File: src/rtl/eship_formation_if.sv
// ---------------------------------------------------------------------------
// eship_formation_if
// Bundle of the signals that run between the fleet formation controller,
// the four eship_row instances and the top-level game FSM.
//   slave  : the formation controller (takes frame/game/row status,
//            drives row offsets and wave status)
//   master : the environment that drives the controller
// Signals:
//   frame_clk            ~60 Hz frame strobe (asynchronous to Clk)
//   play                 game in play; low pauses the march
//   done                 synchronous restart of the formation
//   score_row0..3        ships destroyed per row (0..6)
//   laser_hit_row0..3    per-row laser hit level
//   gameover_row0..3     per-row "ship reached the player"
//   y_offset0..3         per-row vertical offset
//   total_score          registered sum of the row scores
//   wave_cleared         high in CLEARED
//   enemies_won          high in LOST
//   fstate               IDLE=0, MARCH=1, CLEARED=2, LOST=3
// ---------------------------------------------------------------------------
interface eship_formation_if;
    logic       frame_clk;
    logic       play;
    logic       done;
    logic [4:0] score_row0;
    logic [4:0] score_row1;
    logic [4:0] score_row2;
    logic [4:0] score_row3;
    logic       laser_hit_row0;
    logic       laser_hit_row1;
    logic       laser_hit_row2;
    logic       laser_hit_row3;
    logic       gameover_row0;
    logic       gameover_row1;
    logic       gameover_row2;
    logic       gameover_row3;
    logic [9:0] y_offset0;
    logic [9:0] y_offset1;
    logic [9:0] y_offset2;
    logic [9:0] y_offset3;
    logic [7:0] total_score;
    logic       wave_cleared;
    logic       enemies_won;
    logic [1:0] fstate;

    modport slave (
        input  frame_clk, play, done,
        input  score_row0, score_row1, score_row2, score_row3,
        input  laser_hit_row0, laser_hit_row1, laser_hit_row2, laser_hit_row3,
        input  gameover_row0, gameover_row1, gameover_row2, gameover_row3,
        output y_offset0, y_offset1, y_offset2, y_offset3,
        output total_score, wave_cleared, enemies_won, fstate
    );

    modport master (
        output frame_clk, play, done,
        output score_row0, score_row1, score_row2, score_row3,
        output laser_hit_row0, laser_hit_row1, laser_hit_row2, laser_hit_row3,
        output gameover_row0, gameover_row1, gameover_row2, gameover_row3,
        input  y_offset0, y_offset1, y_offset2, y_offset3,
        input  total_score, wave_cleared, enemies_won, fstate
    );
endinterface

File: src/rtl/eship_formation.sv
// ---------------------------------------------------------------------------
// eship_formation
// Enemy fleet formation controller. Paces the fleet's descent from the frame
// strobe, speeds the march up on every laser hit, tallies the wave score and
// declares the wave cleared or lost.
// Ports:
//   Clk    : system clock (the only clock)
//   Reset  : asynchronous, active-low reset
//   fif    : eship_formation_if.slave (frame strobe, game control, row
//            status in; row offsets, score and wave status out)
// ---------------------------------------------------------------------------
module eship_formation #(
    parameter int START_Y     = 40,
    parameter int ROW_SPACING = 40,
    parameter int STEP_PX     = 8,
    parameter int STEP_FRAMES = 30,
    parameter int MIN_FRAMES  = 6,
    parameter int FLOOR_Y     = 400,
    parameter int SHIPS_TOTAL = 24
) (
    input  logic               Clk,
    input  logic               Reset,
    eship_formation_if.slave   fif
);

    typedef enum logic [1:0] {
        S_IDLE    = 2'd0,
        S_MARCH   = 2'd1,
        S_CLEARED = 2'd2,
        S_LOST    = 2'd3
    } fstate_t;

    localparam logic [9:0]  START_Y_C     = 10'(START_Y);
    localparam logic [9:0]  STEP_PX_C     = 10'(STEP_PX);
    localparam logic [5:0]  STEP_FRAMES_C = 6'(STEP_FRAMES);
    localparam logic [5:0]  MIN_FRAMES_C  = 6'(MIN_FRAMES);
    localparam logic [10:0] BOTTOM_OFS_C  = 11'(3 * ROW_SPACING);
    localparam logic [10:0] FLOOR_Y_C     = 11'(FLOOR_Y);
    localparam logic [7:0]  SHIPS_TOTAL_C = 8'(SHIPS_TOTAL);
    localparam logic [9:0]  SPACING_C     = 10'(ROW_SPACING);

    fstate_t    state_q, state_d;
    logic [9:0] base_y_q, base_y_d;
    logic [5:0] frame_cnt_q, frame_cnt_d;
    logic [5:0] step_frames_q, step_frames_d;
    logic [7:0] total_score_q, total_score_d;

    // frame strobe synchronizer, edge history and registered tick
    logic fs1_q, fs2_q, fs3_q, tick_q, tick_d;
    // laser hit OR, edge history and registered hit pulse
    logic lh_q, lh_prev_q, hit_q, hit_d;

    logic [10:0] bottom_y;
    logic        lost_cond;
    logic        clear_cond;

    always_comb begin
        tick_d = fs2_q & ~fs3_q;
        hit_d  = lh_q & ~lh_prev_q;
    end

    // 11 bits so the bottom-row comparison cannot wrap
    assign bottom_y   = {1'b0, base_y_q} + BOTTOM_OFS_C;
    assign lost_cond  = fif.gameover_row0 | fif.gameover_row1 |
                        fif.gameover_row2 | fif.gameover_row3 |
                        (bottom_y >= FLOOR_Y_C);
    assign clear_cond = (total_score_q >= SHIPS_TOTAL_C);

    always_ff @(posedge Clk or negedge Reset) begin
        if (!Reset) begin
            fs1_q         <= 1'b0;
            fs2_q         <= 1'b0;
            fs3_q         <= 1'b0;
            tick_q        <= 1'b0;
            lh_q          <= 1'b0;
            lh_prev_q     <= 1'b0;
            hit_q         <= 1'b0;
            state_q       <= S_IDLE;
            base_y_q      <= START_Y_C;
            frame_cnt_q   <= 6'd0;
            step_frames_q <= STEP_FRAMES_C;
            total_score_q <= 8'd0;
        end else begin
            fs1_q         <= fif.frame_clk;
            fs2_q         <= fs1_q;
            fs3_q         <= fs2_q;
            tick_q        <= tick_d;
            lh_q          <= fif.laser_hit_row0 | fif.laser_hit_row1 |
                             fif.laser_hit_row2 | fif.laser_hit_row3;
            lh_prev_q     <= lh_q;
            hit_q         <= hit_d;
            state_q       <= state_d;
            base_y_q      <= base_y_d;
            frame_cnt_q   <= frame_cnt_d;
            step_frames_q <= step_frames_d;
            total_score_q <= total_score_d;
        end
    end

    always_comb begin
        state_d       = state_q;
        base_y_d      = base_y_q;
        frame_cnt_d   = frame_cnt_q;
        step_frames_d = step_frames_q;
        total_score_d = 8'(fif.score_row0) + 8'(fif.score_row1) +
                        8'(fif.score_row2) + 8'(fif.score_row3);

        if (fif.done) begin
            state_d       = S_IDLE;
            base_y_d      = START_Y_C;
            frame_cnt_d   = 6'd0;
            step_frames_d = STEP_FRAMES_C;
        end else begin
            case (state_q)
                S_IDLE: begin
                    if (fif.play) state_d = S_MARCH;
                end
                S_MARCH: begin
                    // play low freezes everything, exits included
                    if (fif.play) begin
                        if (lost_cond) begin
                            state_d = S_LOST;
                        end else if (clear_cond) begin
                            state_d = S_CLEARED;
                        end else begin
                            // >= rather than == so a hit that shrinks
                            // step_frames below frame_cnt still steps
                            if (tick_q) begin
                                if (frame_cnt_q >= step_frames_q - 6'd1) begin
                                    frame_cnt_d = 6'd0;
                                    base_y_d    = base_y_q + STEP_PX_C;
                                end else begin
                                    frame_cnt_d = frame_cnt_q + 6'd1;
                                end
                            end
                            if (hit_q) begin
                                if (step_frames_q >= MIN_FRAMES_C + 6'd2)
                                    step_frames_d = step_frames_q - 6'd2;
                                else
                                    step_frames_d = MIN_FRAMES_C;
                            end
                        end
                    end
                end
                default: ;  // CLEARED / LOST hold until done or reset
            endcase
        end
    end

    assign fif.y_offset0    = base_y_q;
    assign fif.y_offset1    = base_y_q + SPACING_C;
    assign fif.y_offset2    = base_y_q + (SPACING_C << 1);
    assign fif.y_offset3    = base_y_q + 10'(3 * ROW_SPACING);
    assign fif.total_score  = total_score_q;
    assign fif.wave_cleared = (state_q == S_CLEARED);
    assign fif.enemies_won  = (state_q == S_LOST);
    assign fif.fstate       = state_q;

endmodule
File: src/flat_wrapper.sv
// flat-port wrapper written by rule: the top's interface ports become plain ports
module eship_formation_flat 
#(
    parameter int START_Y     = 40,
    parameter int ROW_SPACING = 40,
    parameter int STEP_PX     = 8,
    parameter int STEP_FRAMES = 30,
    parameter int MIN_FRAMES  = 6,
    parameter int FLOOR_Y     = 400,
    parameter int SHIPS_TOTAL = 24
)
  (Clk, Reset, fif_frame_clk, fif_play, fif_done, fif_score_row0, fif_score_row1, fif_score_row2, fif_score_row3, fif_laser_hit_row0, fif_laser_hit_row1, fif_laser_hit_row2, fif_laser_hit_row3, fif_gameover_row0, fif_gameover_row1, fif_gameover_row2, fif_gameover_row3, fif_y_offset0, fif_y_offset1, fif_y_offset2, fif_y_offset3, fif_total_score, fif_wave_cleared, fif_enemies_won, fif_fstate);
  eship_formation_if fif_i ();
  input  logic Clk;
  input  logic Reset;
  input wire logic [$bits(fif_i.frame_clk)-1:0] fif_frame_clk;
  input wire logic [$bits(fif_i.play)-1:0] fif_play;
  input wire logic [$bits(fif_i.done)-1:0] fif_done;
  input wire logic [$bits(fif_i.score_row0)-1:0] fif_score_row0;
  input wire logic [$bits(fif_i.score_row1)-1:0] fif_score_row1;
  input wire logic [$bits(fif_i.score_row2)-1:0] fif_score_row2;
  input wire logic [$bits(fif_i.score_row3)-1:0] fif_score_row3;
  input wire logic [$bits(fif_i.laser_hit_row0)-1:0] fif_laser_hit_row0;
  input wire logic [$bits(fif_i.laser_hit_row1)-1:0] fif_laser_hit_row1;
  input wire logic [$bits(fif_i.laser_hit_row2)-1:0] fif_laser_hit_row2;
  input wire logic [$bits(fif_i.laser_hit_row3)-1:0] fif_laser_hit_row3;
  input wire logic [$bits(fif_i.gameover_row0)-1:0] fif_gameover_row0;
  input wire logic [$bits(fif_i.gameover_row1)-1:0] fif_gameover_row1;
  input wire logic [$bits(fif_i.gameover_row2)-1:0] fif_gameover_row2;
  input wire logic [$bits(fif_i.gameover_row3)-1:0] fif_gameover_row3;
  output wire logic [$bits(fif_i.y_offset0)-1:0] fif_y_offset0;
  output wire logic [$bits(fif_i.y_offset1)-1:0] fif_y_offset1;
  output wire logic [$bits(fif_i.y_offset2)-1:0] fif_y_offset2;
  output wire logic [$bits(fif_i.y_offset3)-1:0] fif_y_offset3;
  output wire logic [$bits(fif_i.total_score)-1:0] fif_total_score;
  output wire logic [$bits(fif_i.wave_cleared)-1:0] fif_wave_cleared;
  output wire logic [$bits(fif_i.enemies_won)-1:0] fif_enemies_won;
  output wire logic [$bits(fif_i.fstate)-1:0] fif_fstate;
  assign fif_i.frame_clk = fif_frame_clk;
  assign fif_i.play = fif_play;
  assign fif_i.done = fif_done;
  assign fif_i.score_row0 = fif_score_row0;
  assign fif_i.score_row1 = fif_score_row1;
  assign fif_i.score_row2 = fif_score_row2;
  assign fif_i.score_row3 = fif_score_row3;
  assign fif_i.laser_hit_row0 = fif_laser_hit_row0;
  assign fif_i.laser_hit_row1 = fif_laser_hit_row1;
  assign fif_i.laser_hit_row2 = fif_laser_hit_row2;
  assign fif_i.laser_hit_row3 = fif_laser_hit_row3;
  assign fif_i.gameover_row0 = fif_gameover_row0;
  assign fif_i.gameover_row1 = fif_gameover_row1;
  assign fif_i.gameover_row2 = fif_gameover_row2;
  assign fif_i.gameover_row3 = fif_gameover_row3;
  assign fif_y_offset0 = fif_i.y_offset0;
  assign fif_y_offset1 = fif_i.y_offset1;
  assign fif_y_offset2 = fif_i.y_offset2;
  assign fif_y_offset3 = fif_i.y_offset3;
  assign fif_total_score = fif_i.total_score;
  assign fif_wave_cleared = fif_i.wave_cleared;
  assign fif_enemies_won = fif_i.enemies_won;
  assign fif_fstate = fif_i.fstate;
  eship_formation #(.START_Y(START_Y), .ROW_SPACING(ROW_SPACING), .STEP_PX(STEP_PX), .STEP_FRAMES(STEP_FRAMES), .MIN_FRAMES(MIN_FRAMES), .FLOOR_Y(FLOOR_Y), .SHIPS_TOTAL(SHIPS_TOTAL)) u_core (.Clk(Clk), .Reset(Reset), .fif(fif_i));
endmodule
File: config.mk
export PLATFORM = sky130hd
export DESIGN_NAME = eship_formation_flat
export DESIGN_NICKNAME = d
export VERILOG_FILES = /design/src/rtl/eship_formation_if.sv /design/src/rtl/eship_formation.sv /design/src/flat_wrapper.sv
export SDC_FILE = /design/constraint.sdc
export NUM_CORES = 1
export LEC_CHECK = 0
export CAP_MARGIN = 5
export CORE_MARGIN = 1.5
export CORE_UTILIZATION = 47
export CTS_CLUSTER_DIAMETER = 150
export CTS_CLUSTER_SIZE = 20
export DETAILED_ROUTE_END_ITERATION = 8
export PLACE_DENSITY = 0.81
export SLEW_MARGIN = 20
export SYNTH_ARGS = -nofsm -noshare
export SYNTH_HDL_FRONTEND = slang
export SYNTH_SLANG_ARGS = --single-unit
File: constraint.sdc
create_clock -name Clk -period 3 [get_ports Clk]
set_clock_uncertainty 0.15 [all_clocks]
set_input_delay 0.9 -clock Clk [delete_from_list [all_inputs] [get_ports Clk]]
set_output_delay 0.9 -clock Clk [all_outputs]
set_load 0.03 [all_outputs]
== After elaboration in Yosys (flattened, before gate mapping) ==
Cells that the tools add are included.

* Bits in registers: 39
* Bits of input ports: 33
* Output and inout port bits: 52

* $add $sub $neg: 11
* $lt $le $gt $ge: 4
* Equal/unequal tests: 8
* Mux-type cells: 27
* Bitwise gates (word level): 11
* Reduce and logical (&&, ||, !) cells: 11

{| class="wikitable"
|+ Operators by type and width
! kind !! number
|-
| two-way mux 6 bit || 14
|-
| two-way mux 10 bit || 7
|-
| adder 10 x 7 -> 10 bit, second input constant || 2
|-
| adder 8 x 5 -> 8 bit || 2
|-
| adder 10 x 7 -> 11 bit, second input constant || 1
|-
| >= comparator 11 x 9 -> 1 bit, second input constant || 1
|-
| adder 10 x 4 -> 10 bit, second input constant || 1
|-
| adder 10 x 6 -> 10 bit, second input constant || 1
|-
| two-way mux 2 bit || 5
|-
| AND reduction 5 bit || 2
|-
| nonzero test 2 bit || 5
|-
| >= comparator 8 x 5 -> 1 bit, second input constant || 1
|-
| bitwise OR 1 bit || 7
|-
| adder 5 x 5 -> 6 bit || 1
|-
| adder 6 x 1 -> 6 bit, second input constant || 1
|-
| >= comparator 6 x 4 -> 1 bit, second input constant || 1
|-
| >= comparator 6 bit || 1
|-
| inequality test 3 bit, second input constant || 2
|-
| AND reduction 6 bit || 1
|-
| subtractor 6 x 1 -> 6 bit, second input constant || 1
|-
| subtractor 6 x 2 -> 6 bit, second input constant || 1
|-
| == test 2 bit, second input constant || 2
|-
| inequality test 2 bit, second input constant || 2
|-
| inequality test 4 x 2 -> 1 bit, second input constant || 1
|-
| 7 further kinds || 9
|}

== Depth between registers and ports, before layout ==
Gate-level depths: netlist (run 1).

* Depth in word-level cells: 9
* Depth in mapped cells: 12
* Mapped depth without buffers: 12

== Worst setup path after synthesis (run 1) ==
OpenSTA, ideal clock, no wires.

* Kind: input to register
* From: input port fif_score_row1[0]
* To: register u_core.total_score_q[6] (netlist: u_core.fif.total_score[6])
* Arrival time: 3.079 ns
* Data required time: 2.728 ns
* Path slack: -0.350 ns
* Cell stages on the path: 11
* Buffers on the path: 0
* Cell sequence: ha_1 -> fa_1 -> xnor2_1 -> fa_1 -> inv_1 -> ha_1 -> a21o_1 -> a21oi_1 -> nor2b_1 -> o21ai_0 -> nand2b_1

* Cells in the longest elaborated chain, start to end: 3

{| class="wikitable"
|+ RTL lines
! item !! RTL line !! RTL
|-
| from (decl) || flat_wrapper.sv:20 || <nowiki>input wire logic [$bits(fif_i.score_row1)-1:0] fif_score_row1;</nowiki>
|-
| adder 5 x 5 -> 6 bit || eship_formation.sv:105 || <nowiki>total_score_d = 8'(fif.score_row0) + 8'(fif.score_row1) +</nowiki>
|-
| adder 8 x 5 -> 8 bit || eship_formation.sv:105 ||
|-
| adder 8 x 5 -> 8 bit || eship_formation.sv:106 || <nowiki>8'(fif.score_row2) + 8'(fif.score_row3);</nowiki>
|-
| via u_core.total_score_d[6] || eship_formation.sv:46 || <nowiki>logic [7:0] total_score_q, total_score_d;</nowiki>
|-
| to (signal assigned) || eship_formation.sv:96 || <nowiki>total_score_q <= total_score_d;</nowiki>
|-
| to (decl) || eship_formation.sv:46 ||
|}

The timed path passes the listed nets, and every way through them passes these cells.
A chain may end at the register's enable or synchronous reset.

== Final worst setup path (run 1) ==
* From: input port fif_score_row0[0]
* To: register u_core.total_score_q[5] (netlist: u_core.fif.total_score[5])

* Cells in the longest elaborated chain, start to end: 3

{| class="wikitable"
|+ RTL lines
! item !! RTL line !! RTL
|-
| from (decl) || flat_wrapper.sv:19 || <nowiki>input wire logic [$bits(fif_i.score_row0)-1:0] fif_score_row0;</nowiki>
|-
| adder 5 x 5 -> 6 bit || eship_formation.sv:105 ||
|-
| adder 8 x 5 -> 8 bit || eship_formation.sv:105 ||
|-
| adder 8 x 5 -> 8 bit || eship_formation.sv:106 ||
|-
| via u_core.total_score_d[5] || eship_formation.sv:46 ||
|}

The timed path passes the listed nets, and every way through them passes these cells.

==> results of run 1 <==
## stage by stage
stage / power, mW / std cells / TNS, ns / util / worst slack (ns)
4_1_cts: 1.48 / 453 / -0.165 / 0.684 / -0.0957
6_report: 1.51 / 459 / -0.316 / 0.697 / -0.127
3_3_place_gp: 1.09 / 443 / -4.92 / 0.655 / -0.771
2_1_floorplan: 0.878 / 300 / -0.716 / - / -0.234
3_5_place_dp: 1.11 / 443 / -5.70 / 0.655 / -0.859
5_1_grt: 1.60 / 459 / -0.533 / 0.697 / -0.184
## metal layers
layer  part of all wire  up-vias
li1                   -     1164
met1               0.38     1163
met2               0.54       95
met3              0.065        9
met4              0.011        0
met5                  0        -
## worst max path at each step
stage                                 start                        end  cells after the start
after detailed placement  fif_score_row0[0]  u_core.fif.total_score[6]                     12
after floorplan           fif_score_row1[0]  u_core.fif.total_score[5]                     12
after global placement    fif_score_row1[0]  u_core.fif.total_score[6]                     12
final                     fif_score_row0[0]  u_core.fif.total_score[5]                     13
after global routing      fif_score_row0[0]  u_core.fif.total_score[5]                     13
after CTS                 fif_score_row0[0]  u_core.fif.total_score[5]                     13
## registers in the layout, indices dropped and copies added (netlist names)
name / count
u_core.step_frames_q: 5
u_core.fs2_q: 1
u_core.fs1_q: 1
u_core.fif.total_score: 7
u_core.frame_cnt_q: 6
u_core.fif.fstate: 2
u_core.lh_q: 1
u_core.hit_q: 1
u_core.fs3_q: 1
u_core.fif.y_offset0: 7
u_core.lh_prev_q: 1
u_core.tick_q: 1
## area by class of cell
cell class | count | area share
timing repair buffer | 104 | 0.242
multi-input combinational | 211 | 0.456
tap | 72 | 0.0235
inverter | 30 | 0.0303
clock buffer | 5 | 0.0179
clock inverter | 3 | 0.00554
sequential | 34 | 0.224
## cell families (layout without fill, tap and decap cells)
group / count (synthesis) / in the layout
xor+xnor: 23 / 23
flops: 34 / 34
mux: 9 / 9
buf+inv: 55 / 142
compound gates: 44 / 44
fa+ha+maj: 31 / 31
simple gates: 91 / 91
other cells: 1 / 13
## report_power, final
part           internal (mW)  switching, mW
Clock                  0.163          0.177
Combinational          0.303          0.330
Sequential             0.506         0.0302
## placed cells by master (no fill, tap or decap), drive strengths merged, types with 9 or more instances in the layout
cell type,Yosys,final
inv,30,29
clkdlybuf4s50,0,50
dlygate4sd2,0,9
nand2,16,16
xnor2,17,17
conb,1,13
dfrtp,28,28
ha,24,24
nand3,11,11
a21oi,9,9
buf,18,43
nor2,15,15
nor4,10,10
## worst register-to-register path, stage by stage, from the launching register on
cell and delay, ns:
dfstp_2 0.56, inv_1 0.07, ha_1 0.27, xnor2_1 0.17, ha_1 0.27, o21ai_0 0.06, o21ai_0 0.22, nand2_1 0.15
or4_4 0.51, mux2_4 0.30
## repair_timing
action | in CTS | in global routing
resized for setup | 41 | 10
buffers inserted | 2 | 6
endpoints found under the hold margin | 0 | 0
pin swaps | 16 | 3
endpoints found under the setup margin | 17 | 14
==> results.md, run 1 <==
- Die Wd: 78.5 um
- M3 GR Usage: 0.0593
- Maximum VDD drop: 0.000281 V
- Vias in the first global route: 2358
- Area Growth Syn to Fin: 43.1%
- Hold path startpoint: u_core.fs1_q
- Max Clk Rate: 0.320 GHz
- Max Cap Viol: 0
- Top cells by count, synth: inv_1, dfrtp_1, ha_1, xnor2_1, nand2_1
- Post-Syn Instances: 288
- H-Tree Depth: 2
- Cell taking the most area after synthesis: dfrtp_1
- Core Region: 5510 um^2
- Initial antenna violation count: 0
- Cells along the critical path: buf_6, ha_4, fa_2, inv_2, fa_1, inv_1, ha_2, inv_2, fa_2, inv_2, a21o_1, a21oi_2, xnor2_1
- Die H: 78.5 um
- Busiest grt layer: met2
- Fin crit share: 1.04
- Total buffers and inverters traversed by the critical path: 5
- CP Max Fanout: 2
- Iteration-0 DRC Markers: 106
- Failing checks: setup timing
- TritonCTS sink count: 34
- CTS Buf Count: 5
- Min-Delay Endpoint: u_core.fs2_q
- # hold bufs at CTS: 0
- Register area: 860 um^2
- Crit path capture type: register
- Post-synthesis adder-cell area fraction: 0.164
- WHS: 0.211 ns
- Mux cell area share after synthesis: 0.0359
- Slowest CP cell: fa_2
- Clock transition at path regs: 0.07 ns
- Largest net degree at the start of global routing: 35
- Unique masters post-synth: 52
- Final HPWL DP: 4.82 mm
- Via count: 2431
- Most frequent CP cell: inv_2
- Share of post-route cells with drive strength above 1: 0.238
- Final WS setup: -0.127 ns
- DRC: 0
- Worst R2R Start: u_core.step_frames_q[1]
- Max-slew headroom: 0.546
- Total track usage: 0.213
- Post-Synth XOR/XNOR Area: 0.0751
- Routed len/inst: 13.9 um
- Placed Area: 3610 um^2
- Synth Cell Area: 2680 um^2
- Yosys warns: 0
- Clock Latency Late Sink: 0.29 ns
- Die area: 6170 um^2
- GRT Residual Overflow: 0
- Largest family of logic cells by synthesized area: simple AND/OR/NAND/NOR gates
- Post-layout min period: 3.13 ns
- CTS tree: done
- Vias per inst: 5.30
- Worst R2R Setup Slack: 0.15 ns
- Met2 Use GR: 0.401
- Post-synth top flop: dfrtp_1
- Register bit count reported by yosys: 34
- Final instance area: 3840 um^2
- Leak: 1.75 nW
- Syn avg cell area: 9.31 um^2
- Post-synthesis compound-gate area fraction: 0.117
- Post-synth EDFFs: 0
- Min-Delay Path Depth: 0
- Layout Nets: 450
- Multi-input logic area: 1750 um^2
- Outcome: complete, but fails checks
- # rows: 27
- Async S/R FF share, synth: 1.00
- CTS Buffer Depth: 2
- Root buffer cell: clkbuf_8
- Pins over their slew limit: 0
- Hold Crit Class: register to register
- R2R depth: 9
- PortBufs: 71
- Placer Congestion: 0.832
- First-pass GRT wire length: 10.4 mm
- Synth area leaders: dfrtp_1, ha_1, dfstp_2
- PwrDens: 393 nW/um^2
- Post-Route WL: 6.37 mm
- Met1 Track Usage GR: 0.227
- Worst R2R End: u_core.fif.y_offset0[6]
- Final ANT Viol Nets: 0
- Simple-gate area share of the yosys netlist: 0.185
- Setup crit start kind: primary input
- IO Count: 85
- CP Class: primary input to register
- Final setup viols: 4
- Worst Tran Pin Value: 0.677 ns
- DRT Pass-1 Iters: 5
- Ant diodes: 0
- Fin. Hold Viols: 0
- Fillers: 439
- Post-synth top area share: 0.261
- CP peak stage delay: 0.52 ns
- RSZ-0062 raised after global routing: yes
- Crit path max-delay family: adder cells
- Seq/Total Area, Yosys: 0.320
- Arr. time, crit path: 3.16 ns
- Initial core utilization: 0.487
- Req. time, crit path: 3.03 ns
- Top-count cell post-synth: inv_1
No activity file was read; power rests on OpenSTA's default activity.
==> run 2: changes to the inputs <==
--- a/config.mk
+++ b/config.mk
@@ -11,7 +11,7 @@
 export CTS_CLUSTER_DIAMETER = 150
 export CTS_CLUSTER_SIZE = 20
 export DETAILED_ROUTE_END_ITERATION = 8
-export PLACE_DENSITY = 0.81
+export PLACE_DENSITY = 0.82
 export SLEW_MARGIN = 20
 export SYNTH_ARGS = -nofsm -noshare
 export SYNTH_HDL_FRONTEND = slang
==> results.md, run 2 (synthesis gave the netlist of run 1 again) <==
- R2R depth: 8 (was 9)
- CP Class: primary input to register (unchanged)
- Fin Setup TNS: -0.321 ns (was -0.316 ns)
- Vias per inst: 5.25 (was 5.30)
- Switching power: 0.528 mW (was 0.537 mW)
- Die area: 6170 um^2 (unchanged)
- DRT Pass-1 Iters: 4 (was 5)
- DRC: 0 (unchanged)
- Final setup viols: 4 (unchanged)
- Die H: 78.5 um (unchanged)
- Fin crit share: 1.05 (was 1.04)
- Fillers: 439 (unchanged)
- Post-Route WL: 6.28 mm (was 6.37 mm)
- Initial antenna violation count: 0 (unchanged)
- Worst R2R Setup Slack: 0.17 ns (was 0.15 ns)
- GRT Residual Overflow: 0 (unchanged)
- Comb power frac: 0.422 (was 0.419)
- PwrDens: 398 nW/um^2 (was 393 nW/um^2)
- Hold path startpoint: u_core.fs1_q (unchanged)
- Vias in the first global route: 2337 (was 2358)
- Placer Congestion: 0.889 (was 0.832)
- Largest net degree at the start of global routing: 35 (unchanged)
- Clock transition at path regs: 0.07 ns (about the same)
- Req. time, crit path: 3.01 ns (was 3.03 ns)
- RSZ-0062 raised after global routing: yes (unchanged)
- Max-slew headroom: 0.537 (was 0.546)
- Pins over their slew limit: 0 (unchanged)
- WHS: 0.206 ns (was 0.211 ns)
- Initial core utilization: 0.487 (unchanged)
- Hold Crit Class: register to register (unchanged)
- Register area: 860 um^2 (unchanged)
- Iteration-0 DRC Markers: 80 (was 106)
- Min-Delay Path Depth: 0 (unchanged)
- Arr. time, crit path: 3.18 ns (was 3.16 ns)
- Ant diodes: 0 (unchanged)
- CTS Buf Count: 5 (unchanged)
- Min-Delay Endpoint: u_core.fs2_q (unchanged)
- Total track usage: 0.211 (was 0.213)
- Leak: 1.76 nW (was 1.75 nW)
- Worst Tran Pin Value: 0.690 ns (was 0.677 ns)
- Final WS setup: -0.164 ns (was -0.127 ns)
- Worst R2R Start: u_core.fif.y_offset0[4] (was u_core.step_frames_q[1])
- # hold bufs at CTS: 0 (unchanged)
- PortBufs: 71 (unchanged)
- Failing checks: setup timing (unchanged)
- Switch share: 0.345 (was 0.356)
- Multi-input logic area: 1750 um^2 (about the same)
- Pre-CTS WS: -0.972 ns (was -0.859 ns)
- # rows: 27 (unchanged)
- Power Internal: 1.00 mW (was 0.972 mW)
- CP Max Fanout: 3 (was 2)
- Crit path capture type: register (unchanged)
- Root buffer cell: clkbuf_8 (unchanged)
- Power share of the clock group: 0.228 (was 0.225)
- Core Region: 5510 um^2 (unchanged)
- Final cell count without fillers: 459 (unchanged)
- Setup crit start kind: primary input (unchanged)
- H-Tree Depth: 2 (unchanged)
- CTS Buffer Depth: 2 (unchanged)
- Worst R2R End: u_core.fif.y_offset0[6] (unchanged)
- Max Clk Rate: 0.316 GHz (was 0.320 GHz)
- Area Growth Syn to Fin: 43.6% (was 43.1%)
- First-pass GRT wire length: 10.3 mm (was 10.4 mm)
- Crit path from: fif_score_row0[0] (unchanged)
- Maximum VDD drop: 0.000302 V (was 0.000281 V)
- Routed len/inst: 13.7 um (was 13.9 um)
- Placed cells: 444 (was 443)
- Placed Area: 3610 um^2 (about the same)
- Reg power frac: 0.350 (was 0.355)
- Share of post-route cells with drive strength above 1: 0.238 (unchanged)
- Die Wd: 78.5 um (unchanged)
- Via count: 2411 (was 2431)
- Most frequent cells in the layout: clkdlybuf4s50_1, buf_4, dfrtp_1 (unchanged)
- TritonCTS sink count: 34 (unchanged)
- Final instance area: 3850 um^2 (was 3840 um^2)
- CTS tree: done (unchanged)
- Final ANT Viol Nets: 0 (unchanged)
- IO Count: 85 (unchanged)
- Most common cell after layout, fill and taps aside: clkdlybuf4s50_1 (unchanged)
- Clock Latency Late Sink: 0.29 ns (about the same)
- Post-layout min period: 3.16 ns (was 3.13 ns)
- Layout Nets: 450 (unchanged)
- Fin. Hold Viols: 0 (unchanged)
- Final HPWL DP: 4.76 mm (was 4.82 mm)
- Max Cap Viol: 0 (unchanged)
- Outcome: complete, but fails checks (unchanged)
==> run 2: routing by layer <==
layer / up-vias / wire length, um / track usage
met5: - / 0 / 0
met4: 0 / 141 / 0.0893
met3: 14 / 364 / 0.0407
met2: 90 / 3250 / 0.392
met1: 1142 / 2510 / 0.231
li1: 1165 / - / -
==> run 2: worst max-delay path by stage <==
stage | cells after the start | to | slack, ns
4_1_cts | 13 | u_core.fif.total_score[5] | -0.15
2_1_floorplan | 12 | u_core.fif.total_score[5] | -0.23
3_5_place_dp | 12 | u_core.fif.total_score[6] | -0.97
3_3_place_gp | 12 | u_core.fif.total_score[6] | -0.77
6_report | 12 | u_core.fif.total_score[6] | -0.16
5_1_grt | 12 | u_core.fif.total_score[6] | -0.22
==> run 2: metrics by stage <==
stage / total power, mW / util
2_1_floorplan: 0.878 / -
5_1_grt: 1.62 / 0.699
3_3_place_gp: 1.09 / 0.656
6_report: 1.53 / 0.699
4_1_cts: 1.51 / 0.686
3_5_place_dp: 1.11 / 0.656
==> run 2: final cells by class <==
| type | count | area share |
|---|---|---|
| well taps | 72 | 0.0234 |
| flip-flops and latches | 34 | 0.223 |
| multi-input cells | 211 | 0.454 |
| clock buffers | 7 | 0.0224 |
| clock inverters | 1 | 0.00130 |
| inverters | 30 | 0.0302 |
| repair buffers | 104 | 0.246 |
==> run 2: critical path: stages <==
cell and delay [ns]:
buf_8 0.10, ha_4 0.15, fa_2 0.37, a21o_1 0.19, a21oi_2 0.18, xor2_2 0.16
fa_1 0.45, inv_2 0.09, ha_4 0.20, nor2b_1 0.13, o21ai_1 0.16, nand2b_1 0.09
==> run 2: power by group through the flow <==
stage               sequential [mW]  combinational (mW)  clock [mW]
CTS                           0.538               0.620       0.355
finish                        0.536               0.646       0.349
floorplan                     0.628               0.250           0
global placement              0.542               0.546           0
global route                  0.544               0.695       0.380
detailed placement            0.546               0.567           0
==> run 2: timing repair <==
item,4_1_cts,5_1_grt
endpoints found under the setup margin,14,17
pin swaps,18,7
resized for setup,43,13
setup buffers,4,3
